<file path="src/rtl/request_latch_arbiter_if.sv">
// Bundle between the request latch/grant sequencer, its priority encoder and the grant consumer.
interface request_latch_arbiter_if #(
   parameter int CNT_W = 8
);
   logic [3:0]       req;
   logic [2:0]       enc_code;
   logic             gnt_ready;
   logic [3:0]       pend;
   logic             gnt_valid;
   logic [1:0]       gnt_idx;
   logic [3:0]       gnt_onehot;
   logic             busy;
   logic [CNT_W-1:0] grant_count;
   logic             code_err;

   modport master (
      output req, enc_code, gnt_ready,
      input  pend, gnt_valid, gnt_idx, gnt_onehot, busy, grant_count, code_err
   );

   modport slave (
      input  req, enc_code, gnt_ready,
      output pend, gnt_valid, gnt_idx, gnt_onehot, busy, grant_count, code_err
   );
endinterface

</file>
<file path="src/rtl/request_latch_arbiter.sv">
// Sticky request latch feeding an external priority encoder, and a one-at-a-time
// grant sequencer (IDLE -> GRANT -> CLEAR) driven by the returned encoder code.
module request_latch_arbiter #(
   parameter int CNT_W = 8
) (
   input  logic                    Clock,
   input  logic                    Resetn,
   request_latch_arbiter_if.slave  bus
);
   typedef enum logic [1:0] {IDLE, GRANT, CLEAR} state_t;

   state_t           state_reg, state_next;
   logic [1:0]       gnt_idx_reg, gnt_idx_next;
   logic [3:0]       pend_reg;
   logic [CNT_W-1:0] count_reg;
   logic             code_err_reg, code_err_next;
   logic [3:0]       clr_mask;
   logic [3:0]       onehot;
   logic             gnt_valid;

   assign gnt_valid = (state_reg == GRANT);

   generate
      for (genvar gi = 0; gi < 4; gi++) begin : g_decode
         assign clr_mask[gi] = (state_reg == CLEAR) && (gnt_idx_reg == 2'(gi));
         assign onehot[gi]   = gnt_valid && (gnt_idx_reg == 2'(gi));
      end
   endgenerate

   always_comb begin
      state_next    = state_reg;
      gnt_idx_next  = gnt_idx_reg;
      code_err_next = code_err_reg;
      case (state_reg)
         IDLE: begin
            if (bus.enc_code >= 3'd1 && bus.enc_code <= 3'd4) begin
               gnt_idx_next = 2'(bus.enc_code - 3'd1);
               state_next   = GRANT;
            end else if (bus.enc_code >= 3'd5) begin
               code_err_next = 1'b1;
            end
         end
         GRANT: begin
            if (bus.gnt_ready) state_next = CLEAR;
         end
         CLEAR: begin
            state_next = IDLE;
         end
         default: begin
            state_next = IDLE;
         end
      endcase
   end

   // A request landing in the same cycle as its clear keeps the bit set.
   always_ff @(posedge Clock) begin
      if (!Resetn) begin
         state_reg    <= IDLE;
         gnt_idx_reg  <= 2'd0;
         pend_reg     <= 4'd0;
         count_reg    <= '0;
         code_err_reg <= 1'b0;
      end else begin
         state_reg    <= state_next;
         gnt_idx_reg  <= gnt_idx_next;
         pend_reg     <= (pend_reg & ~clr_mask) | bus.req;
         code_err_reg <= code_err_next;
         if (state_reg == CLEAR) count_reg <= count_reg + 1'b1;
      end
   end

   assign bus.pend        = pend_reg;
   assign bus.gnt_valid   = gnt_valid;
   assign bus.gnt_idx     = gnt_idx_reg;
   assign bus.gnt_onehot  = onehot;
   assign bus.busy        = (state_reg != IDLE);
   assign bus.grant_count = count_reg;
   assign bus.code_err    = code_err_reg;
endmodule

</file>
<file path="src/flat_wrapper.sv">
// flat-port wrapper written by rule: the top's interface ports become plain ports
module request_latch_arbiter_flat 
#(
   parameter int CNT_W = 8
)
  (Clock, Resetn, bus_req, bus_enc_code, bus_gnt_ready, bus_pend, bus_gnt_valid, bus_gnt_idx, bus_gnt_onehot, bus_busy, bus_grant_count, bus_code_err);
  request_latch_arbiter_if #(.CNT_W(CNT_W)) bus_i ();
  input  logic Clock;
  input  logic Resetn;
  input wire logic [$bits(bus_i.req)-1:0] bus_req;
  input wire logic [$bits(bus_i.enc_code)-1:0] bus_enc_code;
  input wire logic [$bits(bus_i.gnt_ready)-1:0] bus_gnt_ready;
  output wire logic [$bits(bus_i.pend)-1:0] bus_pend;
  output wire logic [$bits(bus_i.gnt_valid)-1:0] bus_gnt_valid;
  output wire logic [$bits(bus_i.gnt_idx)-1:0] bus_gnt_idx;
  output wire logic [$bits(bus_i.gnt_onehot)-1:0] bus_gnt_onehot;
  output wire logic [$bits(bus_i.busy)-1:0] bus_busy;
  output wire logic [$bits(bus_i.grant_count)-1:0] bus_grant_count;
  output wire logic [$bits(bus_i.code_err)-1:0] bus_code_err;
  assign bus_i.req = bus_req;
  assign bus_i.enc_code = bus_enc_code;
  assign bus_i.gnt_ready = bus_gnt_ready;
  assign bus_pend = bus_i.pend;
  assign bus_gnt_valid = bus_i.gnt_valid;
  assign bus_gnt_idx = bus_i.gnt_idx;
  assign bus_gnt_onehot = bus_i.gnt_onehot;
  assign bus_busy = bus_i.busy;
  assign bus_grant_count = bus_i.grant_count;
  assign bus_code_err = bus_i.code_err;
  request_latch_arbiter #(.CNT_W(CNT_W)) u_core (.Clock(Clock), .Resetn(Resetn), .bus(bus_i));
endmodule
</file>
<file path="config.mk">
export PLATFORM = sky130hd
export DESIGN_NAME = request_latch_arbiter_flat
export DESIGN_NICKNAME = d
export VERILOG_FILES = /design/src/rtl/request_latch_arbiter_if.sv /design/src/rtl/request_latch_arbiter.sv /design/src/flat_wrapper.sv
export SDC_FILE = /design/constraint.sdc
export NUM_CORES = 1
export LEC_CHECK = 0
export ABC_AREA = 1
export CAP_MARGIN = 20
export CORE_UTILIZATION = 42
export CTS_CLUSTER_SIZE = 10
export DETAILED_ROUTE_END_ITERATION = 6
export GPL_ROUTABILITY_DRIVEN = 0
export PLACE_DENSITY = 0.89
export SLEW_MARGIN = 30
export SYNTH_ARGS = -nofsm -noshare
export SYNTH_HDL_FRONTEND = slang
export SYNTH_SLANG_ARGS = --single-unit
</file>
<file path="constraint.sdc">
create_clock -name Clock -period 1.3 [get_ports Clock]
set_input_delay 0.39 -clock Clock [delete_from_list [all_inputs] [get_ports Clock]]
set_output_delay 0.39 -clock Clock [all_outputs]
set_load 0.02 [all_outputs]
</file>
==> flow_summary.yaml, run 1 <==
hold_path:
  min_to: "u_core.bus.code_err"
  worstHoldPathCells: 2
  hp-start: "u_core.bus.code_err"
  worst_hold_path_type: "register to register"
status:
  status: "finished, violations left"
  violations: "negative setup slack"
synth:
  ys_seq_area_share_pct: 41.40
  synth_top_area_share_pct: 41.40
  async_flop_share_pct: 0
  yosysMostFrequentCell: "inv_1"
  synthesis.area_sq_um: 822.0
  netlist_instances: 115
  synth.top_cells.by_area: "dfxtp_1, inv_1, nand2_1"
  ys_ff_latch: 17
  synth_ff_type: "dfxtp_1"
  synth_top_area_cell: "dfxtp_1"
  synth_nets: 128
  synth_cell_types: 18
  synth_edf_count: 0
  ys_warn_count: 0
  syn_avg_cell_area_sq_um: 7.148
  yosys-top-cells-count: "inv_1, nand2_1, dfxtp_1, nor2_1, a21oi_1"
timing:
  finalCritPeriodShare_pct: 115.6
  grt_setup_unrepaired: "yes"
  maxSlewViolCount: 0
  fin_skew_ns: 0.007202
  fin_hold_ws_ns: 0.4658
  fmax_mhz: 665.3
  tns_ns: -1.311
  setup_viol: 9
  hold_viol: 0
  max_slew_margin_pct: 79.92
  min_period_ns: 1.503
  tightest_slew_ns: 0.3009
  fin_ws_ns: -0.2030
setup_path:
  arrival_ns: 1.11
  rr_worst_depth: 10
  regToRegSetupSlack_ns: -0.08
  rr_startpoint: "u_core.state_reg[0]"
  worst_setup_path_start_kind: "register"
  cp.required_ns: 0.91
  end_kind: "output port"
  cp_max_fo: 5
  r2r-end: "u_core.bus.grant_count[5]"
  path_class: "register to output port"
final_layout:
  final-seq-area_sq_um: 344.1
  diodes: 0
  drive_gt1_share_pct: 45.76
  final_cell_area_sq_um: 1408
  area_growth_pct: 71.23
  multi_input_area_sq_um: 465.4
  largest_reg_flops: 8
  layout.nets: 191
  finish.utilization_pct: 78.95
  nFillCells: 119
routing:
  drt-pass1-iter-count: 4
  antenna_left: 0
  viasPerCell: 4.728
  wl_um: 2410
  wl_per_cell_um: 11.93
  vias: 955
  drc: 0
  dr.first_iter.drc_count: 19
place:
  post_dp_cell_area_sq_um: 1344
  dp_hpwl_um: 1681
  port_buffers: 30
  post-place-ws_ns: -0.5210
clock_network:
  cts_tree: "yes"
  htreeDepth: 1
  clock_latency_ns: 0.29
  numCtsBuffers: 3
  root_buffer: "clkbuf_4"
  clk_pin_slew_ns: 0.10
  cts_num_sinks: 17
  postCtsHoldBufs: 0
  cts.path.max_buffers: 2
power_and_ir_drop:
  combinationalPowerShare_pct: 29.5
  leakage_nw: 0.7085
  switching_share_pct: 30.43
  p_clk_share_pct: 23.2
  peakVddDrop_mv: 0.7403
  pwr-share-seq_pct: 47.3
  power_density_nw_per_um2: 852.1
  switchingPower_uw: 365.0
  internal_power_uw: 834.5
grt:
  antenna_found_initial: 0
  grt_max_degree: 10
  track_usage_pct: 24.51
  grt_pass1_vias: 909
  grt_pass1_wl_um: 3650
  grt_overflow_total: 0
floorplanning:
  dieArea_sq_um: 2138
  dieHeight_um: 46.24
  core_area_sq_um: 1783
  ios: 31
  die_w_um: 46.24
  core.rowCount: 15
  start_util_pct: 46.11
run:
  cap_violations: 0
-- metal layers --
metal	global-route usage [%]	wire length (um)
met1	25.66	965
met2	45.63	1313
met3	5.098	60
met4	11.76	70
met5	0	0
-- critical path, stage by stage, from the launching register on --
cell and delay [ns]:
dfxtp_2 0.36, inv_2 0.06, nor2_4 0.11, inv_4 0.08, nor2_2 0.08, buf_4 0.14
-- power by group through the flow --
stage	Clock, mW	Combinational [mW]	Sequential (mW)
detailed placement	0	0.329	0.577
floorplan	0	0.122	0.603
CTS	0.281	0.342	0.566
finish	0.278	0.354	0.567
global placement	0	0.320	0.575
global route	0.301	0.380	0.571
-- what timing repair did --
item / 4_1_cts / 5_1_grt
endpoints found under the setup margin: 25 / 25
resized for setup: 89 / 30
buffers inserted: 3 / 3
pin swaps: 3 / 5
-- worst max path at each step --
stage                        start                    end  slack (ns)
2_1_floorplan  u_core.state_reg[0]      bus_gnt_onehot[0]       -0.02
6_report       u_core.state_reg[0]      bus_gnt_onehot[0]       -0.20
3_5_place_dp       bus_enc_code[1]  u_core.bus.gnt_idx[1]       -0.52
3_3_place_gp       bus_enc_code[0]  u_core.bus.gnt_idx[1]       -0.39
5_1_grt        u_core.state_reg[0]      bus_gnt_onehot[0]       -0.25
4_1_cts        u_core.state_reg[0]      bus_gnt_onehot[3]       -0.19
-- per-stage QoR --
stage	total power [mW]	cells
finish	1.199	202
global route	1.251	202
CTS	1.190	199
detailed placement	0.9059	192
global placement	0.8947	192
floorplan	0.7250	115
-- cells in the final DEF (no fill, tap or decap), drive strengths merged, types with 4 or more instances in the layout --
| cell type | netlist | final |
|---|---|---|
| buf | 1 | 50 |
| inv | 23 | 23 |
| nand2 | 22 | 22 |
| nor2 | 21 | 21 |
| dfxtp | 17 | 17 |
| a21oi | 11 | 11 |
| o21ai | 8 | 8 |
| clkdlybuf4s50 | 0 | 7 |
| clkbuf | 0 | 5 |
| nand3 | 4 | 4 |
-- logic make-up after synthesis --
| logic type | synth area share (%) |
|---|---|
| AOI/OAI and AO/OA | 12.02 |
| buffers and inverters | 11.11 |
| and+or+nand+nor | 30.90 |
| DFF | 41.40 |
| adders and majority gates | 4.567 |
-- area by class of cell --
cell class / count / share of cell area (%)
inverter: 23 / 6.311
multi-input combinational: 74 / 33.07
tap: 25 / 2.222
sequential: 17 / 24.44
clock buffer: 4 / 1.867
timing repair buffer: 59 / 32.09
Power figures use the tool's default switching activity.
==> run 2: changes to the inputs <==
--- a/config.mk
+++ b/config.mk
@@ -7,11 +7,12 @@
 export LEC_CHECK = 0
 export ABC_AREA = 1
 export CAP_MARGIN = 20
+export CORE_MARGIN = 2
 export CORE_UTILIZATION = 42
 export CTS_CLUSTER_SIZE = 10
 export DETAILED_ROUTE_END_ITERATION = 6
 export GPL_ROUTABILITY_DRIVEN = 0
-export PLACE_DENSITY = 0.89
+export PLACE_DENSITY = 0.82
 export SLEW_MARGIN = 30
 export SYNTH_ARGS = -nofsm -noshare
 export SYNTH_HDL_FRONTEND = slang
==> run 2 against run 1 <==
  * The flow still finishes with violations (negative setup slack)
  * Largest cell class is now non-clock buffers
  * Clock power grew 9.7%
  * Sequential cell count is the same
  * Combinational power up 13%
  * Non-clock buffer count rose by 4
==> flow_summary.yaml, run 2 (synthesis results as in run 1) <==
clock_network:
  cts.path.max_buffers: 2
  htreeDepth: 1
  numCtsBuffers: 3
  clk_pin_slew_ns: 0.11
  root_buffer: "clkbuf_4"
  clock_latency_ns: 0.30
  cts_tree: "yes"
  cts_num_sinks: 17
status:
  status: "finished, violations left"
  violations: "negative setup slack"
hold_path:
  worst_hold_path_type: "register to register"
  hp-start: "u_core.bus.code_err"
setup_path:
  worst_setup_path_start_kind: "register"
  rr_startpoint: "u_core.state_reg[1]"
  worstSetupStartpoint: "u_core.state_reg[1]"
  end_kind: "output port"
  cpLargestDelayFamily: "flip-flops"
  arrival_ns: 1.10
  critical-path-slowest-cell: "dfxtp_4"
  worst-path-buf-inv: 2
  path_class: "register to output port"
  cp.required_ns: 0.91
  path_cells: "nor2_4, inv_4, nor2_2, buf_6"
  cp_slowest_stage_delay_ns: 0.37
  cp_max_fo: 5
timing:
  fin_ws_ns: -0.1866
  tightest_slew_ns: 0.3483
  min_period_ns: 1.487
  max_slew_margin_pct: 76.75
  tns_ns: -1.179
  hold_viol: 0
  fin_skew_ns: 0.003893
  fmax_mhz: 672.7
  grt_setup_unrepaired: "yes"
  maxSlewViolCount: 0
  setup_viol: 10
  finalCritPeriodShare_pct: 114.4
  fin_hold_ws_ns: 0.4563
floorplanning:
  core.rowCount: 16
  core_area_sq_um: 1902
  start_util_pct: 43.22
  dieArea_sq_um: 2327
  ios: 31
  dieHeight_um: 48.24
  die_w_um: 48.24
final_layout:
  diodes: 0
  largest_reg_flops: 8
  final_cell_area_sq_um: 1445
  final_common_cell: "buf_4"
  layout_common_cells: "buf_4, nand2_1, inv_1"
  layout.nets: 195
  drive_gt1_share_pct: 48.62
  area_growth_pct: 75.80
routing:
  wl_per_cell_um: 13.63
  wl_um: 2834
  antenna_left: 0
  viasPerCell: 4.851
  vias: 1009
  drc: 0
  drt-pass1-iter-count: 4
  dr.first_iter.drc_count: 47
grt:
  grt_max_degree: 11
  grt_overflow_total: 0
  grt_pass1_vias: 986
  grt_pass1_wl_um: 3801
  track_usage_pct: 23.54
  antenna_found_initial: 0
power_and_ir_drop:
  peakVddDrop_mv: 0.5725
  power_density_nw_per_um2: 881.2
  leakage_nw: 0.7455
place:
  post_dp_cell_area_sq_um: 1376
  dp_hpwl_um: 1892
  port_buffers: 30
run:
  cap_violations: 0
==> run 2: power by group <==
| part | switching [mW] | internal [mW] | leakage [nW] |
|---|---|---|---|
| clock | 0.190 | 0.115 | 0.0177 |
| combinational | 0.200 | 0.201 | 0.586 |
| sequential | 0.0208 | 0.547 | 0.141 |
==> run 2: worst register-to-register path: cells and delay by family, from the launching register on <==
kind | cells | cell delay (ns)
AOI/OAI and AO/OA | 1 | 0.11
buffers and inverters | 4 | 0.46
DFF | 1 | 0.37
and+or+nand+nor | 5 | 0.46
==> run 2: final cells by class <==
cell class,instances,area (sq um)
Timing Repair Buffer,63,498.0
Fill cell,130,456.7
Multi-Input combinational cell,74,446.7
Sequential cell,17,350.3
Inverter,23,88.84
Tap cell,27,33.78
Clock buffer,3,22.52
Clock inverter,1,5.005
==> run 2: final timing paths <==
kind	endpoint	slack (ns)	cells after the start
worst min-delay path	u_core.bus.code_err	0.46	2
worst max-delay path	bus_gnt_onehot[2]	-0.19	4
worst max register to register	u_core.bus.gnt_idx[1]	-0.15	10
worst min register to register	u_core.bus.code_err	0.46	2
==> run 2: repair_timing <==
| action | 4_1_cts | 5_1_grt |
|---|---|---|
| resized for setup | 105 | 21 |
| endpoints found under the setup margin | 25 | 24 |
| setup buffers | 3 | 3 |
| pin swaps | 6 | 4 |
| hold buffers | 0 | 0 |
==> run 2: routing by layer <==
metal	wire length [um]	global-route usage [%]
met3	111	4.444
met5	0	0
met4	42	11.89
met2	1626	43.68
met1	1053	24.89
==> run 2: metrics by stage <==
stage               instances  utilization (%)  setup slack [ns]  total power [mW]
floorplan                 115                -          -0.02329            0.7250
global placement          198            72.37           -0.3858            0.9129
detailed placement        198            72.37           -0.5139            0.9262
CTS                       205            74.61           -0.1753             1.233
global route              208            75.99           -0.2412             1.322
finish                    208            75.99           -0.1866             1.273
==> run 3: changes to the inputs <==
--- a/config.mk
+++ b/config.mk
@@ -7,13 +7,13 @@
 export LEC_CHECK = 0
 export ABC_AREA = 1
 export CAP_MARGIN = 20
+export CORE_ASPECT_RATIO = 1.25
 export CORE_MARGIN = 2
 export CORE_UTILIZATION = 42
 export CTS_CLUSTER_SIZE = 10
 export DETAILED_ROUTE_END_ITERATION = 6
 export GPL_ROUTABILITY_DRIVEN = 0
 export PLACE_DENSITY = 0.82
-export SLEW_MARGIN = 30
 export SYNTH_ARGS = -nofsm -noshare
 export SYNTH_HDL_FRONTEND = slang
 export SYNTH_SLANG_ARGS = --single-unit
==> run 3 against run 2 <==
  * The flow still finishes with violations (negative setup slack)
  * Largest cell class is now multi-input gates
  * Sequential share of layout area is 1.5 points higher
  * Critical path depth is 1 higher
  * Cell count shrank 7.2%
  * Clock power is 3% lower
  * Die area grew 0.10%
  * Via count decreased by 7.4%
==> flow_summary.yaml, run 3 (synthesis results as in run 1) <==
grt:
  grt_max_degree: 11
  grt_pass1_wl_um: 4002
  grt_pass1_vias: 993
  grt_overflow_total: 0
  antenna_found_initial: 0
  track_usage_pct: 23.31
timing:
  fmax_mhz: 661.0
  maxSlewViolCount: 0
  finalCritPeriodShare_pct: 116.4
  setup_viol: 6
  grt_setup_unrepaired: "yes"
  tns_ns: -1.061
  min_period_ns: 1.513
  fin_skew_ns: 0.003971
  hold_viol: 0
  max_slew_margin_pct: 79.33
  tightest_slew_ns: 0.3097
  fin_ws_ns: -0.2128
final_layout:
  area_growth_pct: 63.32
  final_common_cell: "buf_4"
  final_cells: 193
  layout_common_cells: "buf_4, inv_1, nand2_1"
  largest_reg_flops: 8
  layout.nets: 188
  diodes: 0
  drive_gt1_share_pct: 47.70
hold_path:
  worst_hold_path_type: "register to register"
setup_path:
  cp.required_ns: 0.91
  end_kind: "output port"
  arrival_ns: 1.12
  cp_max_fo: 5
  worst_setup_path_start_kind: "register"
  path_class: "register to output port"
routing:
  dr.first_iter.drc_count: 17
  antenna_left: 0
  wl_per_cell_um: 12.47
  drt-pass1-iter-count: 6
  drc: 0
  wl_um: 2406
  vias: 934
  viasPerCell: 4.839
power_and_ir_drop:
  peakVddDrop_mv: 0.6781
  power_density_nw_per_um2: 901.3
  leakage_nw: 0.6853
floorplanning:
  ios: 31
  dieArea_sq_um: 2329
  core_area_sq_um: 1808
  core.rowCount: 17
  start_util_pct: 45.47
  dieHeight_um: 53.47
  die_w_um: 43.57
clock_network:
  numCtsBuffers: 3
  htreeDepth: 1
  cts_tree: "yes"
  root_buffer: "clkbuf_4"
  cts_num_sinks: 17
  clk_pin_slew_ns: 0.10
  postCtsHoldBufs: 0
  cts.path.max_buffers: 2
  clock_latency_ns: 0.30
place:
  dp.cells: 187
  dp_hpwl_um: 1770
  post-place-ws_ns: -0.4863
  port_buffers: 30
status:
  violations: "negative setup slack"
  status: "finished, violations left"
run:
  cap_violations: 0
==> run 3: path summary, 6_finish.rpt <==
path / to / cells past startpoint / from / slack [ns]
worst min-delay path: u_core.bus.code_err / 2 / u_core.bus.code_err / 0.46
worst min register to register: u_core.bus.code_err / 2 / u_core.bus.code_err / 0.46
worst max-delay path: bus_gnt_onehot[3] / 5 / u_core.state_reg[0] / -0.21
worst max register to register: u_core.bus.grant_count[7] / 9 / u_core.state_reg[0] / 0.06
==> run 3: area by class of cell <==
class	count	area, sq um
repair buffers	56	414.1
clock buffers	3	22.52
inverters	23	88.84
flip-flops and latches	17	345.3
clock inverters	1	5.005
multi-input cells	74	442.9
well taps	19	23.77
fillers	140	465.4
==> run 3: per-layer routing <==
| layer | vias up | routed length (um) | global-route usage (%) |
|---|---|---|---|
| met5 | - | 0 | 0 |
| met4 | 0 | 49 | 12.12 |
| met2 | 40 | 1355 | 45.59 |
| met3 | 7 | 163 | 6.143 |
| met1 | 415 | 838 | 21.19 |
| li1 | 472 | - | - |
==> run 3: critical path: stages, from the launching register on <==
cell	delay (ns)
dfxtp_2	0.35
inv_2	0.05
nor2_4	0.12
inv_4	0.08
nor2_2	0.08
buf_4	0.14
==> run 3: per-stage QoR <==
step                utilization [%]  power [mW]  hold WS [ns]  area, sq um
floorplan                         -      0.7250        0.5240        844.6
global placement              74.33      0.9018        0.4409         1344
detailed placement            74.33      0.9120        0.4459         1344
CTS                           75.22       1.215        0.4613         1360
global route                  74.26       1.257        0.5089         1343
finish                        74.26       1.210        0.4623         1343
==> run 3: power breakdown <==
part           internal (mW)  total [mW]  switching, mW
registers              0.549       0.568         0.0189
clock network          0.115       0.297          0.182
logic                  0.162       0.345          0.182
==> run 3: timing repair <==
item                       in CTS  in global routing
setup endpoints to repair      25                 13
gates resized for setup       105                 10
pin swaps                       4                  2
buffers inserted                3                  0
